--- src/rtl/lrp_alpha_sel.sv ---
// Chase-decoder front end: tracks the three least-reliable positions of a codeword and emits
// alpha^j, alpha^3j, alpha^5j for each. Define LRP_POS_OUT_EN to also output the positions j.
module lrp_alpha_sel #(
    parameter int unsigned     GF_LEN    = 10,
    parameter logic [GF_LEN:0] PRIM_POLY = 11'h409,
    parameter int unsigned     CODE_LEN  = 1023,
    parameter int unsigned     REL_W     = 4
) (
    input  logic                          clk,
    input  logic                          in_ctr_rstn,
    input  logic                          in_ctr_Srst,
    input  logic                          in_ctr_en,
    input  logic                          in_ctr_start,
    input  logic                          in_ctr_valid,
    input  logic [REL_W-1:0]              in_rel,
    output logic [3*GF_LEN-1:0]           out_alpha1,
    output logic [3*GF_LEN-1:0]           out_alpha2,
    output logic [3*GF_LEN-1:0]           out_alpha3,
`ifdef LRP_POS_OUT_EN
    output logic [3*$clog2(CODE_LEN)-1:0] out_lrp_pos,
`endif
    output logic                          out_done,
    output logic                          out_busy
);

    localparam int unsigned   PW         = $clog2(CODE_LEN);
    localparam int unsigned   AW         = 3 * GF_LEN;
    localparam logic [PW-1:0] LAST_POS   = PW'(CODE_LEN - 1);
    localparam logic [0:0]    ST_IDLE    = 1'b0;
    localparam logic [0:0]    ST_COLLECT = 1'b1;

    // Constant GF multiply by alpha^n: n shift-and-reduce steps, pure wiring after elaboration.
    function automatic logic [GF_LEN-1:0] mul_alpha_n(input logic [GF_LEN-1:0] x,
                                                      input int unsigned       n);
        logic [GF_LEN:0]   t;
        logic [GF_LEN-1:0] r;
        r = x;
        for (int unsigned i = 0; i < n; i++) begin
            t = {r, 1'b0};
            if (t[GF_LEN]) t = t ^ PRIM_POLY;
            r = t[GF_LEN-1:0];
        end
        return r;
    endfunction

    logic [0:0]              state_q, state_d;
    logic [PW-1:0]           pos_q, pos_d;
    logic [GF_LEN-1:0]       run1_q, run1_d, run3_q, run3_d, run5_q, run5_d;
    logic [2:0]              vld_q, vld_d;
    logic [2:0][REL_W-1:0]   rel_q, rel_d;
    logic [2:0][AW-1:0]      pw_q, pw_d;
`ifdef LRP_POS_OUT_EN
    logic [2:0][PW-1:0]      spos_q, spos_d;
`endif

    logic              accept, start_acc, coll_acc, ins, last_acc;
    logic [GF_LEN-1:0] nxt1, nxt3, nxt5;
    logic [AW-1:0]     new_pw;
    logic [2:0]        base_vld, gt;

    always_comb begin
        accept    = in_ctr_en & in_ctr_valid;
        start_acc = accept & in_ctr_start;
        coll_acc  = accept & ~in_ctr_start & (state_q == ST_COLLECT);
        ins       = start_acc | coll_acc;
        last_acc  = coll_acc & ((pos_q + PW'(1)) == LAST_POS);

        nxt1   = start_acc ? GF_LEN'(1) : mul_alpha_n(run1_q, 1);
        nxt3   = start_acc ? GF_LEN'(1) : mul_alpha_n(run3_q, 3);
        nxt5   = start_acc ? GF_LEN'(1) : mul_alpha_n(run5_q, 5);
        new_pw = {nxt5, nxt3, nxt1};

        // A start discards the previous contents, so every slot looks empty to it.
        base_vld = start_acc ? 3'b000 : vld_q;
        for (int k = 0; k < 3; k++) begin
            gt[k] = ~base_vld[k] | (rel_q[k] > in_rel);
        end

        state_d = state_q;
        pos_d   = pos_q;
        run1_d  = run1_q;
        run3_d  = run3_q;
        run5_d  = run5_q;
        vld_d   = vld_q;
        rel_d   = rel_q;
        pw_d    = pw_q;
`ifdef LRP_POS_OUT_EN
        spos_d  = spos_q;
`endif

        if (ins) begin
            state_d = last_acc ? ST_IDLE : ST_COLLECT;
            pos_d   = start_acc ? '0 : pos_q + PW'(1);
            run1_d  = nxt1;
            run3_d  = nxt3;
            run5_d  = nxt5;
            vld_d   = base_vld;

            // Sorted insert; strict compare keeps the earlier position ahead on ties.
            if (gt[1]) begin
                vld_d[2] = base_vld[1];
                rel_d[2] = rel_q[1];
                pw_d[2]  = pw_q[1];
            end else if (gt[2]) begin
                vld_d[2] = 1'b1;
                rel_d[2] = in_rel;
                pw_d[2]  = new_pw;
            end
            if (gt[0]) begin
                vld_d[1] = base_vld[0];
                rel_d[1] = rel_q[0];
                pw_d[1]  = pw_q[0];
            end else if (gt[1]) begin
                vld_d[1] = 1'b1;
                rel_d[1] = in_rel;
                pw_d[1]  = new_pw;
            end
            if (gt[0]) begin
                vld_d[0] = 1'b1;
                rel_d[0] = in_rel;
                pw_d[0]  = new_pw;
            end
`ifdef LRP_POS_OUT_EN
            if (gt[1])      spos_d[2] = spos_q[1];
            else if (gt[2]) spos_d[2] = pos_d;
            if (gt[0])      spos_d[1] = spos_q[0];
            else if (gt[1]) spos_d[1] = pos_d;
            if (gt[0])      spos_d[0] = pos_d;
`endif
        end
    end

    always_ff @(posedge clk or negedge in_ctr_rstn) begin
        if (!in_ctr_rstn) begin
            state_q     <= ST_IDLE;
            pos_q       <= '0;
            run1_q      <= '0;
            run3_q      <= '0;
            run5_q      <= '0;
            vld_q       <= '0;
            rel_q       <= '0;
            pw_q        <= '0;
            out_alpha1  <= '0;
            out_alpha2  <= '0;
            out_alpha3  <= '0;
            out_done    <= 1'b0;
`ifdef LRP_POS_OUT_EN
            spos_q      <= '0;
            out_lrp_pos <= '0;
`endif
        end else if (in_ctr_Srst) begin
            state_q     <= ST_IDLE;
            pos_q       <= '0;
            run1_q      <= '0;
            run3_q      <= '0;
            run5_q      <= '0;
            vld_q       <= '0;
            rel_q       <= '0;
            pw_q        <= '0;
            out_alpha1  <= '0;
            out_alpha2  <= '0;
            out_alpha3  <= '0;
            out_done    <= 1'b0;
`ifdef LRP_POS_OUT_EN
            spos_q      <= '0;
            out_lrp_pos <= '0;
`endif
        end else begin
            state_q  <= state_d;
            pos_q    <= pos_d;
            run1_q   <= run1_d;
            run3_q   <= run3_d;
            run5_q   <= run5_d;
            vld_q    <= vld_d;
            rel_q    <= rel_d;
            pw_q     <= pw_d;
            out_done <= last_acc;
            if (last_acc) begin
                out_alpha1 <= pw_d[0];
                out_alpha2 <= pw_d[1];
                out_alpha3 <= pw_d[2];
            end
`ifdef LRP_POS_OUT_EN
            spos_q <= spos_d;
            if (last_acc) out_lrp_pos <= {spos_d[2], spos_d[1], spos_d[0]};
`endif
        end
    end

    assign out_busy = (state_q == ST_COLLECT);

endmodule

--- config.mk ---
export PLATFORM = sky130hd
export DESIGN_NAME = lrp_alpha_sel
export DESIGN_NICKNAME = d
export VERILOG_FILES = /design/src/rtl/lrp_alpha_sel.sv
export SDC_FILE = /design/constraint.sdc
export NUM_CORES = 1
export LEC_CHECK = 0
export BUFFER_PORTS_ARGS = -buffer_cell sky130_fd_sc_hd__buf_4
export CAP_MARGIN = 20
export CORE_MARGIN = 8
export CORE_UTILIZATION = 35
export CTS_BUF_LIST = sky130_fd_sc_hd__clkbuf_4
export CTS_CLUSTER_SIZE = 40
export DETAILED_ROUTE_END_ITERATION = 12
export SLEW_MARGIN = 20
export SYNTH_ARGS = -nofsm -noshare
export SYNTH_HDL_FRONTEND = slang
export SYNTH_SLANG_ARGS = --single-unit
--- constraint.sdc ---
create_clock -name clk -period 3.24 [get_ports clk]
set_input_delay 0.648 -clock clk [delete_from_list [all_inputs] [get_ports clk]]
set_output_delay 0.648 -clock clk [all_outputs]
set_load 0.005 [all_outputs]
* After elaboration in Yosys (flattened, before gate mapping)
Cells that the tools add are included.
Cells by class: div/mod/pow operators 0, shifts and indexed selects 0, multiplexer cells 53, reductions and logical operators 8, multiply operators 0, magnitude comparators 3, equality and inequality tests 1, bitwise gates (word level) 22, add/sub/neg operators 1
Operators with widths (count):
- 2-to-1 mux 30 bit | 11
- 2-to-1 mux 90 bit | 2
- 2-to-1 mux 10 bit | 12
- 2-to-1 mux 4 bit | 14
- 2-to-1 mux 12 bit | 2
- inverter 2 bit | 9
- greater-than comparator 4 bit | 3
- adder 10 x 1 -> 10 bit (second input constant) | 1
- == test 10 bit (second input constant) | 1
- 2-to-1 mux 1 bit | 9
- 2-to-1 mux 3 bit | 3
- AND reduction 2 bit | 3
- nonzero test 2 bit | 3
- nonzero test 3 bit | 2
- bitwise AND 1 bit | 5
- inverter 1 bit | 4
- OR 1 bit | 4
Word-level totals: register bits after elaboration 237, memories 0, bits in read-only memories 0, word-level logic and storage cells 104, bits in writable memories 0, output and inout port bits 92, bits of input ports 10, bits in latches 0

* Logic depth before layout (Yosys ltp)
depth after elaboration 16, gate-level depth with buffers 10

* Worst setup path before layout
OpenSTA, ideal clock, no wires.
path kind in2reg, start in in_rel[1], end reg out_alpha1[0], stages 9, path slack 0.553 ns, data required time 3.119 ns, arrival time 2.566 ns, path buffers 1, setup time 0.121 ns, path through inv_1 -> ha_1 -> nor2b_1 -> o211a_1 -> o21ai_1 -> clkbuf_1 -> mux2i_1 -> nand2_1 -> a22o_1
Between the ends: longest elaborated chain between the ends 6
RTL lines:
- start, declared | line 15 | input logic [REL_W-1:0] in_rel,
- greater-than comparator 4 bit | line 76 | gt[k] = ~base_vld[k] | (rel_q[k] > in_rel);
- OR 1 bit | line 76
- 2-to-1 mux 30 bit | line 118 | if (gt[0]) begin
- 2-to-1 mux 90 bit | line 91 | if (ins) begin
- 2-to-1 mux 30 bit | line 178 | if (last_acc) begin
- 2-to-1 mux 30 bit | line 151 | end else if (in_ctr_Srst) begin
- end signal, assigned | line 179 | out_alpha1 <= pw_d[0];
- end, declared | line 16 | output logic [3*GF_LEN-1:0] out_alpha1,
No other way between the ends. The select of a mux whose other input is x is not followed. A chain may end at the register's enable or synchronous reset.

* Worst setup path after layout
start reg pos_q[0], end reg out_alpha1[15]
Between the ends: longest elaborated chain between the ends 4
RTL lines:
- start, declared | line 47 | logic [PW-1:0] pos_q, pos_d;
- start signal, assigned | line 170 | pos_q <= pos_d;
- adder 10 x 1 -> 10 bit | line 66 | last_acc = coll_acc & ((pos_q + PW'(1)) == LAST_POS);
- == test 10 bit | line 66
- bitwise AND 1 bit | line 66
- nonzero test 2 bit (no line)
No other way between the ends.

==> reports/qor.txt <==
Slew @ Worst Pin: 0.704 ns
Port buffer count: 101
Hold Fails Final Rpt: 0
Hold worst-path end: rel_q[3]$_DFFE_PN0P_
Top sig layer: met4
Core area: 30600 um2
Syn Inst Count: 1024
Fmax: 0.352 GHz
TritonCTS clock tree: done
Layout area overhead: 20.0%
Top post-synthesis cells by area: dfrtp_1 55%, o21ai_0 5.3%, a22o_1 5.1%, a21oi_1 4.4%, mux2_2 4.4%
Initial antenna violation count: 1
Total CTS buffers: 66
Worst hold stages: 2
Reg2reg start: pos_q[0]$_DFFE_PN0P_
Vias per inst: 5.38
HP Class: in2reg
# setup viols final: 0
Clk root buf: clkbuf_4
Fin Setup TNS: 0 ns
Die ar.: 36900 um2
Die height: 192 um
FF-to-FF End: out_alpha1[15]$_DFFE_PN0P_
Leak: 0.00645 uW
Crit path depth: 7
Cell variety after synth: 49
Largest net degree at the start of global routing: 83
# DRC: 0
Global-route wire length before repair: 50.0 mm
Leading area contributor after synthesis: dfrtp_1
Period utilisation layout: 87.6%
Seq/Total Area, Yosys: 54.6%
Critical Path RT: 3.75 ns
Outcome: complete, no violations
Wire length per cell: 19.8 um
Ys async rst share: 100%
Number of global-route vias before repair: 8596
Register bit total from synthesis: 237
Syn nets: 1048
WP buf/inv: 1
Top cell type's share of synthesized area: 54.6%
Clk sinks: 237
Number of flops mapped to enable cells by yosys: 0
Worst vdd ir: 0.238 mV
Cell row count: 64
Hold Path Origin: in_rel[3]
Final nets: 1181
Clk slew on worst S/H paths: 0.06 ns
GPL Wtd Cong: 0.856
Synthesized cell area: 10900 um2
Pwr/cell area: 474 nW/um2
Met3 wire len: 2.15 mm
Final WL: 31.6 mm
Worst-skew pair later-pin latency: 0.65 ns
Warnings from Yosys: 0
CP Capture Type: register
Hold_buf cts: 1
Drt pass-1 iters: 5
Crit-path max cell delay: 0.52 ns
Post-DP HPWL: 21.0 mm
Crit-path cells: ha_1 > and3_1 > o21ai_0 > a311oi_1 > o41a_2 > buf_12 > mux2_2
# fillers: 3033
Layout cells sized above 1: 24.5%
Total Routing Usage GR: 17.1%
Number of setup buffers added after CTS: 0
H-tree depth: 3
Grt total ovfl: 0
Worst path top cell family by delay: compound AO/OA/AOI/OAI gates
Setup slack, reg-to-reg: 0.40 ns
Worst path slowest cell: o41a_2
Minimum clock period: 2.84 ns
Crit path DAT: 3.35 ns
Cells resized by post-CTS repair: 0
Most used DFF post-synth: dfrtp_1
M1 WL: 15.2 mm
Mean Syn Cell Area: 10.6 um2
Post-DRT Antenna Nets: 0
Design area: 13000 um2
Critical path startpoint category: register
IO Pins: 102
WS Path Type: reg2reg
Initial Utilization: 35.5%
Max Cap Viol: 0
DR vias: 8600
Crit Path Max Fanout: 47
Pins Over Slew Limit: 0
R2R cell count: 7
Die width: 192 um
Routed wl met2: 13.7 mm
RSZ-0062 raised after global routing: no
Initial drt markers: 587
Relative slew slack: 53.1%
Longest Clk Path Bufs: 3
Cell Area, Placed: 12200 um2
Clk_skew: 0.0306 ns
cells by family after synthesis:
family | synth area share [%]
compound gates | 20.9
flops | 54.6
simple gates | 10.4
buf+inv | 3.61
mux | 7.67
xor+xnor | 1.21
fa+ha+maj | 1.61
layout by cell type (no fill, tap or decap), types with 3 or more instances in the layout:
cell        n
buf_12      9
xnor2_1     4
o22ai_1     3
xor2_1     11
buf_4     128
and2_1     44
o211a_1     3
nor3_1      7
o31ai_1     6
mux2i_1    36
dfrtp_1   237
a21oi_1    96
clkbuf_4  100
a31oi_1     7
a221oi_1    3
nor2b_1     4
nand4_1     3
a21o_1     31
o211ai_1   12
nand3_1    27
a211oi_1    8
nand2_1   101
o21ai_0   114
nor2_1     30
mux2_2     42
and3_1      3
inv_1      12
ha_1       14
and4_1      4
o21a_1      3
clkinv_1    9
a22o_1     63
registers in the layout, summed over array words and instances, names as in the netlist:
| name | count |
|---|---|
| run1_q | 10 |
| rel_q | 12 |
| vld_q | 3 |
| out_alpha2 | 30 |
| out_busy | 1 |
| out_alpha1 | 30 |
| out_done | 1 |
| pos_q | 10 |
| run5_q | 10 |
| run3_q | 10 |
| out_alpha3 | 30 |
| pw_q | 90 |
metal layers:
metal,up-vias,track usage (%)
met5,-,0
met3,36,3.47
met2,321,24.2
li1,4001,-
met4,0,6.55
met1,4242,25.3
per-stage QoR:
| step | instances | utilization, % | hold WS (ns) | power [uW] | worst slack [ns] |
|---|---|---|---|---|---|
| floorplan | 1024 | - | 0.352 | 3310 | 0.553 |
| global placement | 1484 | 39.9 | 0.458 | 3520 | 0.360 |
| detailed placement | 1484 | 39.9 | 0.465 | 3520 | 0.330 |
| CTS | 1598 | 42.6 | 0.213 | 6290 | 0.410 |
| global route | 1599 | 42.6 | 0.244 | 6490 | 0.228 |
| finish | 1599 | 42.6 | 0.265 | 6190 | 0.402 |
final cells by class:
class                           instances  area [um2]  share of cell area, %
Tap cell                              396         495                   3.80
Timing Repair Buffer                  139        1170                   8.94
Antenna cell                            1        2.50                 0.0192
Multi-Input combinational cell        701        4570                   35.0
Sequential cell                       237        5930                   45.5
Clock inverter                         13        80.1                  0.614
Inverter                               12        45.0                  0.345
Clock buffer                          100         751                   5.76
power by group:
group	leakage (uW)	internal [uW]	switching (uW)
logic	0.00266	138	281
registers	0.00329	3010	37.8
clock network	0.000501	1480	1240
total	0.00645	4630	1560
synthesized netlist by cell type (all sizes together), types with 27 or more instances:
| library cell | number |
|---|---|
| clkbuf | 52 |
| a22o | 63 |
| mux2i | 36 |
| a21o | 31 |
| nor2 | 32 |
| nand3 | 27 |
| a21oi | 96 |
| mux2 | 42 |
| nand2 | 101 |
| dfrtp | 237 |
| and2 | 44 |
| o21ai | 116 |
worst max path at each step:
stage	startpoint	end	slack, ns
2_1_floorplan	in_rel[1]	out_alpha1[0]$_DFFE_PN0P_	0.55
3_3_place_gp	in_rel[1]	rel_q[8]$_DFFE_PN0P_	0.36
3_5_place_dp	in_rel[1]	rel_q[9]$_DFFE_PN0P_	0.33
4_1_cts	pos_q[0]$_DFFE_PN0P_	out_alpha1[15]$_DFFE_PN0P_	0.41
5_1_grt	pos_q[0]$_DFFE_PN0P_	out_alpha1[15]$_DFFE_PN0P_	0.23
6_report	pos_q[0]$_DFFE_PN0P_	out_alpha1[15]$_DFFE_PN0P_	0.40
No activity file was read; power rests on OpenSTA's default activity.
